===== src/rtl/cnn_pkg.sv =====
// Shared definitions for the cnn run controller: default geometry, word width
// and the run-sequencer state encoding.
package cnn_pkg;

  localparam int DEF_DATA_W    = 16;       // Q8.8 fixed point
  localparam int DEF_IN_DEPTH  = 4096;     // 64*64*1 input words
  localparam int DEF_OUT_DEPTH = 30720;    // 32*32*30 result words
  localparam int DEF_TIMEOUT   = 1000000;  // cycles from start to core_done

  typedef enum logic [2:0] {
    ST_IDLE  = 3'd0,
    ST_FEED  = 3'd1,
    ST_DRAIN = 3'd2,
    ST_DONE  = 3'd3,
    ST_ERROR = 3'd4
  } run_state_e;

endpackage


===== src/rtl/cnn_prefetch_fifo.sv =====
// Two-entry FIFO that absorbs the one-cycle image RAM read latency so the
// core stream can run at one word per cycle and survive arbitrary stalls.
module cnn_prefetch_fifo #(
  parameter int W = 16
) (
  input  logic         clk,
  input  logic         reset,
  input  logic         i_flush,
  input  logic         i_push,
  input  logic [W-1:0] i_data,
  input  logic         i_pop,
  output logic [W-1:0] o_data,
  output logic         o_empty,
  output logic [1:0]   o_count
);

  logic [W-1:0] r_mem [2];
  logic         r_wr_ptr;
  logic         r_rd_ptr;
  logic [1:0]   r_count;
  logic         w_do_push;
  logic         w_do_pop;

  assign w_do_push = i_push && (r_count != 2'd2) && !i_flush;
  assign w_do_pop  = i_pop && (r_count != 2'd0) && !i_flush;

  // NOTE: the storage array has no reset; r_count alone says which entries are valid.
  always_ff @(posedge clk) begin
    if (w_do_push) r_mem[r_wr_ptr] <= i_data;
  end

  // NOTE: sequential state uses non-blocking assignments so every register sees pre-edge values.
  always_ff @(posedge clk) begin
    if (reset || i_flush) begin
      r_wr_ptr <= 1'b0;
      r_rd_ptr <= 1'b0;
      r_count  <= 2'd0;
    end else begin
      if (w_do_push) r_wr_ptr <= ~r_wr_ptr;
      if (w_do_pop)  r_rd_ptr <= ~r_rd_ptr;
      r_count <= r_count + {1'b0, w_do_push} - {1'b0, w_do_pop};
    end
  end

  assign o_data  = r_mem[r_rd_ptr];
  assign o_empty = (r_count == 2'd0);
  assign o_count = r_count;

endmodule


===== src/rtl/cnn_run_ctrl.sv =====
// Sequences one cnn inference: streams the image RAM into the core, captures
// core results into the result RAM, and reports status and counts to the host.
module cnn_run_ctrl
  import cnn_pkg::*;
#(
  parameter int  IN_DEPTH  = DEF_IN_DEPTH,
  parameter int  OUT_DEPTH = DEF_OUT_DEPTH,
  parameter int  DATA_W    = DEF_DATA_W,
  parameter int  TIMEOUT   = DEF_TIMEOUT,
  localparam int RA_W      = $clog2(IN_DEPTH),
  localparam int OA_W      = $clog2(OUT_DEPTH),
  localparam int OC_W      = $clog2(OUT_DEPTH + 1)
) (
  input  logic              clk,
  input  logic              reset,
  input  logic              start,
  input  logic              abort,
  output logic              busy,
  output logic              done,
  output logic              error,
  output logic [31:0]       cycle_count,
  output logic [OC_W-1:0]   out_count,
  output logic              img_rd_en,
  output logic [RA_W-1:0]   img_rd_addr,
  input  logic [DATA_W-1:0] img_rd_data,
  output logic              core_enable,
  output logic              core_in_valid,
  input  logic              core_in_ready,
  output logic [DATA_W-1:0] core_in_data,
  input  logic              core_out_valid,
  // one bit wider than a result index when OUT_DEPTH is a power of two, so bad indices are visible
  input  logic [OC_W-1:0]   core_out_addr,
  input  logic [DATA_W-1:0] core_out_data,
  input  logic              core_done,
  output logic              res_wr_en,
  output logic [OA_W-1:0]   res_wr_addr,
  output logic [DATA_W-1:0] res_wr_data
);

  run_state_e        r_state, w_state_nxt;
  logic [31:0]       r_cycle_count;
  logic [OC_W-1:0]   r_out_count;
  logic [RA_W:0]     r_issued, r_popped;
  logic              r_rd_pending, r_done, r_error;
  logic              r_res_wr_en;
  logic [OA_W-1:0]   r_res_wr_addr;
  logic [DATA_W-1:0] r_res_wr_data;

  logic              w_feed, w_busy, w_start_acc, w_timeout;
  logic              w_pop, w_last_pop, w_rd_en, w_push, w_flush;
  logic              w_bad_addr, w_res_acc, w_fifo_empty;
  logic [1:0]        w_fifo_count;
  logic [DATA_W-1:0] w_fifo_data;

  assign w_feed      = (r_state == ST_FEED);
  assign w_busy      = w_feed || (r_state == ST_DRAIN);
  assign w_start_acc = start && !abort && (r_state inside {ST_IDLE, ST_DONE, ST_ERROR});
  assign w_timeout   = w_busy && (r_cycle_count == 32'(TIMEOUT - 1));
  assign w_pop       = w_feed && !w_fifo_empty && core_in_ready;
  assign w_last_pop  = w_pop && (r_popped == (RA_W + 1)'(IN_DEPTH - 1));
  // a pop this cycle frees a slot in time for the read issued now
  assign w_rd_en     = w_feed && (r_issued < (RA_W + 1)'(IN_DEPTH)) &&
                       (((w_fifo_count + {1'b0, r_rd_pending}) < 2'd2) || w_pop);
  assign w_push      = w_feed && r_rd_pending;
  assign w_flush     = abort || w_start_acc;
  assign w_bad_addr  = (core_out_addr >= OC_W'(OUT_DEPTH));
  assign w_res_acc   = w_busy && core_out_valid && !w_bad_addr;

  cnn_prefetch_fifo #(.W(DATA_W)) u_prefetch (
    .clk     (clk),
    .reset   (reset),
    .i_flush (w_flush),
    .i_push  (w_push),
    .i_data  (img_rd_data),
    .i_pop   (w_pop),
    .o_data  (w_fifo_data),
    .o_empty (w_fifo_empty),
    .o_count (w_fifo_count)
  );

  // NOTE: the next state gets a default before the case so no path leaves it unassigned (no latch).
  always_comb begin
    w_state_nxt = r_state;
    case (r_state)
      ST_IDLE, ST_DONE, ST_ERROR: if (start) w_state_nxt = ST_FEED;
      ST_FEED: begin
        if (w_timeout)       w_state_nxt = ST_ERROR;
        else if (core_done)  w_state_nxt = w_last_pop ? ST_DONE : ST_ERROR;
        else if (w_last_pop) w_state_nxt = ST_DRAIN;
      end
      ST_DRAIN: begin
        if (w_timeout)      w_state_nxt = ST_ERROR;
        else if (core_done) w_state_nxt = ST_DONE;
      end
      default: w_state_nxt = ST_IDLE;
    endcase
    if (abort) w_state_nxt = ST_IDLE;
  end

  always_ff @(posedge clk) begin
    if (reset) begin
      r_state       <= ST_IDLE;
      r_cycle_count <= '0;
      r_out_count   <= '0;
      r_issued      <= '0;
      r_popped      <= '0;
      r_rd_pending  <= 1'b0;
      r_done        <= 1'b0;
      r_error       <= 1'b0;
      r_res_wr_en   <= 1'b0;
      r_res_wr_addr <= '0;
      r_res_wr_data <= '0;
    end else begin
      r_state      <= w_state_nxt;
      r_done       <= (w_state_nxt == ST_DONE) && (r_state != ST_DONE);
      r_rd_pending <= w_rd_en && !abort;
      r_res_wr_en  <= w_res_acc;
      if (w_res_acc) begin
        r_res_wr_addr <= core_out_addr[OA_W-1:0];
        r_res_wr_data <= core_out_data;
      end
      if (w_start_acc) begin
        r_cycle_count <= '0;
        r_out_count   <= '0;
        r_issued      <= '0;
        r_popped      <= '0;
        r_error       <= 1'b0;
      end else begin
        if (w_busy && !abort && !w_timeout) r_cycle_count <= r_cycle_count + 32'd1;
        if (w_res_acc) r_out_count <= r_out_count + 1'b1;
        if (w_rd_en)   r_issued    <= r_issued + 1'b1;
        if (w_pop)     r_popped    <= r_popped + 1'b1;
        if ((w_busy && core_out_valid && w_bad_addr) ||
            ((w_state_nxt == ST_ERROR) && (r_state != ST_ERROR)))
          r_error <= 1'b1;
      end
    end
  end

  assign busy          = w_busy;
  assign core_enable   = w_busy;
  assign done          = r_done;
  assign error         = r_error;
  assign cycle_count   = r_cycle_count;
  assign out_count     = r_out_count;
  assign img_rd_en     = w_rd_en;
  assign img_rd_addr   = r_issued[RA_W-1:0];
  assign core_in_valid = w_feed && !w_fifo_empty;
  assign core_in_data  = core_in_valid ? w_fifo_data : '0;
  assign res_wr_en     = r_res_wr_en;
  assign res_wr_addr   = r_res_wr_addr;
  assign res_wr_data   = r_res_wr_data;

endmodule


===== config.mk =====
export PLATFORM = sky130hd
export DESIGN_NAME = cnn_run_ctrl
export DESIGN_NICKNAME = d
export VERILOG_FILES = /design/src/rtl/cnn_pkg.sv /design/src/rtl/cnn_prefetch_fifo.sv /design/src/rtl/cnn_run_ctrl.sv
export SDC_FILE = /design/constraint.sdc
export NUM_CORES = 1
export LEC_CHECK = 0
export CORE_ASPECT_RATIO = 1.2
export CORE_MARGIN = 5
export CORE_UTILIZATION = 45
export DETAILED_ROUTE_END_ITERATION = 10
export MAX_ROUTING_LAYER = met4
export PLACE_DENSITY = 0.83
export REMOVE_ABC_BUFFERS = 1
export SYNTH_ARGS = -nofsm -noshare
export SYNTH_HDL_FRONTEND = slang
export SYNTH_HIERARCHICAL = 1
export SYNTH_SLANG_ARGS = --single-unit

===== constraint.sdc =====
create_clock -name clk -period 2.65 [get_ports clk]
set_input_delay 0.6625 -clock clk [delete_from_list [all_inputs] [get_ports clk]]
set_output_delay 0.6625 -clock clk [all_outputs]
set_load 0.01 [all_outputs]

=== Yosys cells after proc, flatten, opt, wreduce, memory -nomap -nowiden ===
Memory sizes are Yosys's and may differ from the RTL's. A register that Yosys moved wholly into a read port is not among the register bits.
Index checks and enable logic that the tools add are counted.

* Register bits: 115
* Bits in writable memories: 32
* Input bits: 54
* Output and inout port bits: 113
* Memories: 1

{| class="wikitable"
|+ Memory list
! name !! depth !! width !! rd ports !! clocked after Yosys merged registers in !! wr ports !! line !! text
|-
| u_prefetch.r_mem || 2 || 16 || 1 || 1 || 1 || cnn_prefetch_fifo.sv:17 || <nowiki>logic [W-1:0] r_mem [2];</nowiki>
|}

* Add/sub/neg operators: 7
* Magnitude comparators: 3
* Equality and inequality tests: 11
* Mux-type cells: 14
* Bitwise gates (word level): 2
* Reductions and logical operators: 37

{| class="wikitable"
|+ Operator list
! cell !! number
|-
| 32-bit by 1-bit adder with 32-bit output, second input constant || 1
|-
| 32-bit by 20-bit == test with 1-bit output, second input constant || 1
|-
| 13-bit by 1-bit adder with 13-bit output, second input constant || 2
|-
| 3-bit two-way mux || 8
|-
| 1-bit logical AND || 21
|-
| 16-bit two-way mux || 1
|-
| 15-bit by 1-bit adder with 15-bit output, second input constant || 1
|-
| 15-bit greater-or-equal comparator, second input constant || 1
|-
| 13-bit by 12-bit == test with 1-bit output, second input constant || 1
|-
| 13-bit < comparator, second input constant || 1
|-
| 3-bit by 2-bit == test with 1-bit output, second input constant || 3
|-
| 3-bit case mux with 3 select lines || 1
|-
| 3-bit == test, second input constant || 2
|-
| 1-bit zero test || 5
|-
| 1-bit logical OR || 5
|-
| 2-bit by 1-bit adder with 2-bit output || 2
|-
| 1-bit two-way mux || 4
|-
| 3-bit by 1-bit == test with 1-bit output, second input constant || 1
|-
| 3-bit zero test || 1
|-
| 3-bit by 2-bit != test with 1-bit output, second input constant || 1
|-
| 3-bit != test, second input constant || 1
|-
| 3-bit nonzero test || 1
|-
| 3-bit OR reduction || 1
|-
| 2-bit zero test || 1
|-
| other kinds (6) || 7
|}

=== Logic depth before layout (Yosys ltp) ===
Gate-level depths: netlist of run 1.

* Depth after elaboration: 13
* Mapped depth: 12
* Gate-level depth less buffers: 11

=== Cells and area by module ===
Netlist of run 1, hierarchy kept.

{| class="wikitable"
|+ Modules (own cells, without submodules)
! module !! instances !! cells an instance !! area an instance (um^2) !! seq. area each (um^2)
|-
| cnn_run_ctrl || 1 || 647 || 5,270.1 || 2,222.1
|-
| cnn_prefetch_fifo || 1 || 78 || 1,418.9 || 1,061.0
|}

=== Worst setup path after synthesis of run 1 ===
OpenSTA, ideal clock, no wires.

* Path type: register to register
* Start: reg r_state[2]
* End: mem u_prefetch.r_mem[1][0], enable pin
* Setup time: 0.413 ns
* Data arrival time: 2.381 ns
* Required time: 2.237 ns
* Path slack: -0.144 ns
* Stages on the path, launching flop included: 6
* Path buffers: 1
* Path through: dfxtp_1 buf_1 nor3b_2 and2_1 o21ai_2 nor3b_1

* Elaborated cells between the ends (all ways): 13
* Classes of those cells: eq/ne (3); mux (2); reduce/logical (8)

{| class="wikitable"
|+ RTL lines
! what !! line !! text
|-
| start, declared || cnn_run_ctrl.sv:40 || <nowiki>run_state_e r_state, w_state_nxt;</nowiki>
|-
| start signal, assigned || cnn_run_ctrl.sv:114 || <nowiki>r_state <= w_state_nxt;</nowiki>
|-
| 3-bit by 1-bit == test with 1-bit output || cnn_run_ctrl.sv:55 || <nowiki>assign w_feed = (r_state == ST_FEED);</nowiki>
|-
| 1-bit logical AND || cnn_run_ctrl.sv:64 || <nowiki>assign w_push = w_feed && r_rd_pending;</nowiki>
|-
| named net w_push || cnn_run_ctrl.sv:50 || <nowiki>logic w_pop, w_last_pop, w_rd_en, w_push, w_flush;</nowiki>
|-
| 1-bit logical AND (2 in a row) || cnn_prefetch_fifo.sv:24 || <nowiki>assign w_do_push = i_push && (r_count != 2'd2) && !i_flush;</nowiki>
|-
| 1-bit two-way mux || cnn_prefetch_fifo.sv:29 || <nowiki>if (w_do_push) r_mem[r_wr_ptr] <= i_data;</nowiki>
|-
| 1-bit two-way mux (implied by the code) || cnn_prefetch_fifo.sv:29 ||
|-
| end, declared || cnn_prefetch_fifo.sv:17 ||
|}

The timed path passes the listed nets, and every way through them passes these cells.

=== Final worst setup path of run 1 ===
* Start: reg r_state[0]
* End: out core_in_data[6]

* Longest elaborated chain between the ends: 3

{| class="wikitable"
|+ RTL lines
! what !! line !! text
|-
| 3-bit by 1-bit == test with 1-bit output || cnn_run_ctrl.sv:55 ||
|-
| 1-bit logical AND || cnn_run_ctrl.sv:148 || <nowiki>assign core_in_valid = w_feed && !w_fifo_empty;</nowiki>
|-
| 16-bit two-way mux || cnn_run_ctrl.sv:149 || <nowiki>assign core_in_data = core_in_valid ? w_fifo_data : '0;</nowiki>
|-
| end, declared || cnn_run_ctrl.sv:29 || <nowiki>output logic [DATA_W-1:0] core_in_data,</nowiki>
|}

Every way passes these cells.

==> out/metrics.cfg, run 1 <==
[placed_design]
port_buffers = 166
dp_cells = 1082
placed_area_mm2 = 0.008658
place_ws_ps = -137.8
place_congestion = 0.8808
dp_hpwl_mm = 13.11

[timing]
setup_viol = 0
slew_violations = 0
hold_viol_final = 0
period_needed_ps = 2564
period_share = 0.9675
slew_headroom = 0.5017
finClkSkew_ps = 8.540
tightest_slew_ps = 744.2
rsz0062_at_grt = false
fmax_ghz = 0.3900
fin_ws_ps = 86.21

[logic_synthesis]
synth-simple-area-share = 0.2643
synth_area_mm2 = 0.006689
synth.distinct_cells = 58
synthMuxAreaShare = 0.02993
synth_compound_area_frac = 0.1019
yosysWarningCount = 6
ys_ff_latch = 148
synthXorXnorAreaFrac = 0.05630
synthAdderAreaFrac = 0.01122
async_flop_share = 0
synth-edff-count = 32
avgSynthCellArea_um2 = 9.226
synth_top_family_by_area = simple AND/OR/NAND/NOR gates
ys_seq_area_frac = 0.4908
synth_flop_cell = dfxtp_1
syn-instance-count = 725

[flow_run]
maxCapViolations = 0

[grt]
first_global_vias = 5808
antenna_found_initial = 0
grt_first_pass_wirelength_mm = 29.48
grt-ovfl-total = 0
track_usage = 0.2170
grt_max_degree = 41

[drt]
ant_nets = 0
wl_met2_mm = 9.474
drt_iter0_markers = 565
wl_met3_mm = 1.049
post_drt_wl_per_cell_um = 16.75
vias = 6140
routed.top_layer = met4
routed_wl_mm = 18.73
drcViolationCount = 0
wl_met1_mm = 7.674
drt-vias-per-instance = 5.492
first_pass_iters = 8

[final_layout]
final_common_cell = clkdlybuf4s50_1
instances_no_fill = 1118
design_area_mm2 = 0.009359
multi_input_area_mm2 = 0.003128
final_cell_mix = clkdlybuf4s50_1, dfxtp_1, nand2_1
filler_cell_count = 1102
diodes = 0
regArea_mm2 = 0.003283
drive_gt1_frac = 0.1198
nets = 965
area_growth_pct = 39.92

[clock_network]
clkSinkCount = 148
path_clk_slew_ps = 60
clockRootBuffer = clkbuf_16
cts_made_buffers = 17
cts_max_level = 4
cts_buffer_depth = 2
cts_tree = done
clock_latency_ps = 420

[critical_path]
crit_fanout = 5
path_cells = or3b_4, nor2_4, buf_4, buf_6, and2_1, clkbuf_2
cpPeakStageDelay_ps = 420
endpoint_kind = primary output
crit_buf_inv = 3
cp-start-kind = flip-flop
arrival_ps = 1900
slowest_stage = or3b_4
required_ps = 1990
cp_top_family = simple AND/OR/NAND/NOR gates
worstSetupPathType = flip-flop to primary output

[outcome]
status = completed

[floorplanning]
initial_core_util = 0.4621
coreArea_mm2 = 0.01447
die-area_mm2 = 0.01741
ios = 167
fp.dieW_um = 121.3
dieHeight_um = 143.6
rows = 48

[power_and_ir_drop]
p_switching_w = 0.001077
p_int_w = 0.004073
powerDensity_mw_per_mm2 = 550.4
pwr-share-seq = 0.451
vdd_drop_max_mv = 0.4089
p_comb_frac = 0.053
p_leak_nw = 3.359
clkPwrFrac = 0.496
switching_share = 0.2092

[hold_path]
hold_class = flip-flop to flip-flop

==> path summary, 6_finish.rpt <==
path                                     start         endpoint  slack [ps]  cells past startpoint
worst max-delay path                r_state[0]  core_in_data[6]          90                      6
worst max register to register  cycle_count[0]       r_state[2]         250                      6
worst min register to register  res_wr_data[1]   res_wr_data[1]         450                      2
worst min-delay path            res_wr_data[1]   res_wr_data[1]         450                      2
==> Yosys cell counts (3+ instances only) <==
cell type  instances  area [um2]
nor4b_1            3       26.28
nand4_1           33       206.5
xnor2_1           21       183.9
o211ai_1           9       67.56
nor4_1            15       93.84
nor2_1            66       247.7
nor3b_1            4       30.03
nand2_1           86       322.8
xor2_1            22       192.7
edfxtp_1          32       960.9
nor3_1            20       100.1
buf_2              3       15.01
or2_2              3       18.77
mux2_2            16       180.2
and4_1             6       52.55
ha_1               6       75.07
or3_1             23       143.9
and2_1            24       150.1
buf_4             13       97.59
nand3_1           18       90.09
and3_1             5       31.28
buf_6              4       45.04
a21oi_1           56       280.3
clkbuf_1          25       93.84
or4_1              9       67.56
o2111ai_1          3       26.28
o31ai_1            9       67.56
o21ai_0           24       120.1
dfxtp_1          116        2322
inv_1             13       48.80
==> flip-flops by register name, summed over array words and instances (netlist names), named ones only <==
register	flops
u_prefetch/r_wr_ptr	1
cycle_count	32
r_rd_pending	1
error	1
out_count	15
res_wr_addr	15
r_issued	13
u_prefetch/r_rd_ptr	1
res_wr_data	16
r_state	3
u_prefetch/r_mem	32
r_popped	13
res_wr_en	1
done	1
u_prefetch/o_count	2
==> through the flow <==
stage / TNS (ps) / total power, W / hold slack (ps) / utilization
2_1_floorplan: -34500 / 0.002453 / 437.5 / -
3_3_place_gp: -72.20 / 0.002633 / 440.8 / 0.5982
3_5_place_dp: -137.8 / 0.002638 / 446.0 / 0.5982
4_1_cts: -2681 / 0.005182 / 454.1 / 0.6442
5_1_grt: 0 / 0.005303 / 470.3 / 0.6466
6_report: 0 / 0.005151 / 453.0 / 0.6466
==> timing repair <==
action | in CTS | in global routing
pin swaps | 1 | 1
endpoints found under the hold margin | 0 | 0
hold buffers | 0 | 0
gates resized for setup | 13 | 27
endpoints found under the setup margin | 20 | 20
buffers inserted | 1 | 1
cloned | 2 | 0
==> layer usage <==
layer,vias up,track usage
met5,-,-
met1,2907,0.2535
li1,2952,-
met2,238,0.3622
met3,43,0.04843
met4,0,0.08909
==> kinds of logic (layout without fill, tap and decap cells) <==
family | after synthesis | in the layout
AO/OA/AOI/OAI | 117 | 117
flip-flops | 148 | 148
XOR/XNOR | 43 | 43
adder cells (fa/ha/maj) | 6 | 6
AND/OR/NAND/NOR | 334 | 334
multiplexers | 18 | 18
buffers and inverters | 59 | 252
==> cell type report <==
| cell class | count | area share |
|---|---|---|
| Multi-Input combinational cell | 518 | 0.3342 |
| Sequential cell | 148 | 0.3508 |
| Clock inverter | 11 | 0.01537 |
| Clock buffer | 21 | 0.05267 |
| Timing Repair Buffer | 207 | 0.2150 |
| Tap cell | 200 | 0.02674 |
| Inverter | 13 | 0.005214 |
==> power groups by stage <==
stage / Combinational (W) / Sequential, W / Clock, W
floorplan: 0.0000721 / 0.00238 / 0
global placement: 0.000262 / 0.00237 / 0
detailed placement: 0.000266 / 0.00237 / 0
CTS: 0.000270 / 0.00232 / 0.00259
global route: 0.000290 / 0.00232 / 0.00269
finish: 0.000270 / 0.00232 / 0.00256
==> tightest hold or removal path, cell delays in order (launching register included) <==
cell and delay [ps]:
dfxtp_1 300, nand2_1 50, a21oi_1 50
Note: power is estimated with default switching activity, not from simulation.
==> run 2: changes to the inputs <==
--- a/config.mk
+++ b/config.mk
@@ -5,6 +5,7 @@
 export SDC_FILE = /design/constraint.sdc
 export NUM_CORES = 1
 export LEC_CHECK = 0
+export ABC_CLOCK_PERIOD_IN_PS = 2650
 export CORE_ASPECT_RATIO = 1.2
 export CORE_MARGIN = 5
 export CORE_UTILIZATION = 45
==> results of run 2 <==
Final layout, timing and power as in run 1 (identical DEF).
==> run 3: changes to the inputs <==
--- a/config.mk
+++ b/config.mk
@@ -7,7 +7,6 @@
 export LEC_CHECK = 0
 export ABC_CLOCK_PERIOD_IN_PS = 2650
 export CORE_ASPECT_RATIO = 1.2
-export CORE_MARGIN = 5
 export CORE_UTILIZATION = 45
 export DETAILED_ROUTE_END_ITERATION = 10
 export MAX_ROUTING_LAYER = met4
==> run 3 against run 2 <==
  * Highest routed layer unchanged
  * Wire length decreased by 3.2%
  * Utilization is 0.41 points lower
  * Combinational power about the same
  * Via count rose by 0.24%
==> out/metrics.cfg, run 3 (synthesis results as in run 1) <==
[drt]
first_pass_iters = 7  ; -1
routed_wl_mm = 18.13  ; -3.2%
vias = 6155  ; +0.24%
ant_nets = 0  ; unchanged
drt-vias-per-instance = 5.500  ; +0.15%
drcViolationCount = 0  ; unchanged
drt_iter0_markers = 576  ; +1.9%
post_drt_wl_per_cell_um = 16.20  ; -3.3%

[power_and_ir_drop]
vdd_drop_max_mv = 0.4538  ; +11%
clkPwrFrac = 0.474  ; -0.022
pwr-share-seq = 0.472  ; +0.021
p_comb_frac = 0.055  ; +0.002
p_leak_nw = 3.311  ; -1.4%
powerDensity_mw_per_mm2 = 529.6  ; -3.8%
p_switching_w = 0.001051  ; -2.4%
switching_share = 0.2134  ; +0.004258
p_int_w = 0.003873  ; -4.9%

[timing]
rsz0062_at_grt = true
setup_viol = 0  ; unchanged
period_share = 0.9900  ; +0.02255
period_needed_ps = 2624  ; +59.77 ps
hold_ws_ps = 453.1  ; +0.09900 ps
tightest_slew_ps = 898.0  ; +153.9 ps
hold_viol_final = 0  ; unchanged
slew_headroom = 0.3973  ; -0.1044
slew_violations = 0  ; unchanged
finClkSkew_ps = 7.819  ; -0.7209 ps
fmax_ghz = 0.3812  ; -2.3%

[clock_network]
cts_buffer_depth = 2  ; unchanged
cts_tree = done
clockRootBuffer = clkbuf_16
cts_max_level = 4  ; unchanged
clock_latency_ps = 420  ; about the same
ctsHoldBuffers = 0  ; unchanged
path_clk_slew_ps = 60  ; about the same
clkSinkCount = 148  ; unchanged
cts_made_buffers = 17  ; unchanged

[grt]
grt_max_degree = 41  ; unchanged
antenna_found_initial = 0  ; unchanged
first_global_vias = 5587  ; -3.8%
grt_first_pass_wirelength_mm = 28.15  ; -4.5%
grt-ovfl-total = 0  ; unchanged
track_usage = 0.2385  ; +0.02145

[critical_path]
cp-start-kind = flip-flop
crit_fanout = 4  ; -1
r2r_start = cycle_count[14]
arrival_ps = 1960  ; +60 ps
required_ps = 1990  ; about the same
endpoint_kind = primary output
crit_start = r_state[1]
worstSetupPathType = flip-flop to primary output

[final_layout]
area_growth_pct = 39.02
nets = 966  ; +0.10%
final_common_cell = clkdlybuf4s50_1
final_cell_mix = clkdlybuf4s50_1, dfxtp_1, nand2_1
diodes = 0  ; unchanged
design_area_mm2 = 0.009299  ; -0.64%
drive_gt1_frac = 0.1186  ; -0.001219
filler_cell_count = 1148  ; +4.2%

[floorplanning]
coreArea_mm2 = 0.01447  ; unchanged
die-area_mm2 = 0.01536  ; -12%
ios = 167  ; unchanged
fp.dieW_um = 113.3  ; -6.6%
rows = 48  ; unchanged
dieHeight_um = 135.6  ; -5.6%
initial_core_util = 0.4621  ; unchanged

[hold_path]
hold_path_startpoint = res_wr_data[14]
hold_class = flip-flop to flip-flop

[placed_design]
place_congestion = 0.8659  ; -1.7%
dp_hpwl_mm = 12.19  ; -7.0%
port_buffers = 166  ; unchanged
placed_area_mm2 = 0.008643  ; -0.17%

[flow_run]
maxCapViolations = 0  ; unchanged

[outcome]
status = completed

==> run 3: changes by cell type in the layout (fill, tap and decap cells not counted), moves of 2 or more <==
cell,delta
clkbuf_8,+4
buf_2,+2
bufinv_16,-2
clkbuf_1,+2
clkbuf_16,-2
clkbuf_2,-2
clkinv_2,-2
clkinv_4,-2
clkinvlp_4,+2
==> run 3: stage by stage <==
stage / setup slack, ps / total power, W / instances / TNS [ps] / util
2_1_floorplan: -602.4 / 0.002453 / 679 / -34500 / -
3_3_place_gp: -119.1 / 0.002628 / 1080 / -119.1 / 0.5972
3_5_place_dp: -160.0 / 0.002634 / 1080 / -161.5 / 0.5972
4_1_cts: -226.3 / 0.004936 / 1116 / -2529 / 0.6397
5_1_grt: -38.50 / 0.005074 / 1119 / -86.24 / 0.6425
6_report: 26.44 / 0.004925 / 1119 / 0 / 0.6425
==> run 3: power groups by stage <==
| stage | clock network, W | logic [W] | registers [W] |
|---|---|---|---|
| final | 0.00233 | 0.000269 | 0.00232 |
| after CTS | 0.00235 | 0.000265 | 0.00232 |
| after global placement | 0 | 0.000256 | 0.00237 |
| after floorplan | 0 | 0.0000721 | 0.00238 |
| after detailed placement | 0 | 0.000261 | 0.00237 |
| after global routing | 0.00246 | 0.000286 | 0.00232 |
==> run 3: worst paths after layout <==
kind	depth (start not counted)	slack (ps)	endpoint
worst max-delay path	6	30	core_in_data[12]
worst min-delay path	2	450	res_wr_data[14]
worst max register to register	6	170	cycle_count[0]
worst min register to register	2	450	res_wr_data[14]
==> run 3: critical path, stage by stage (launching register included) <==
cell and delay (ps):
dfxtp_1 310, or3b_4 420, nor2_4 180, buf_4 150, buf_6 120, and2_1 140
clkdlybuf4s15_1 230
==> run 3: per-layer routing <==
metal	up-vias	part of all wire	GRT usage
met4	0	0.019	0.08260
li1	2949	-	-
met2	227	0.51	0.3940
met5	-	0	-
met3	35	0.053	0.03848
met1	2944	0.42	0.2965
==> run 3: layout make-up <==
class / count / area (um2) / area share
clock buffer: 25 / 505.5 / 0.05436
tap: 200 / 250.2 / 0.02691
timing repair buffer: 208 / 2017 / 0.2169
inverter: 13 / 48.80 / 0.005248
sequential: 148 / 3284 / 0.3532
multi-input combinational: 518 / 3122 / 0.3357
clock inverter: 7 / 71.32 / 0.007670
==> run 3: repair_timing <==
item,CTS,global route
setup buffers,2,3
endpoints found under the setup margin,20,17
pin swaps,1,1
cloned,2,0
gates resized for setup,16,25
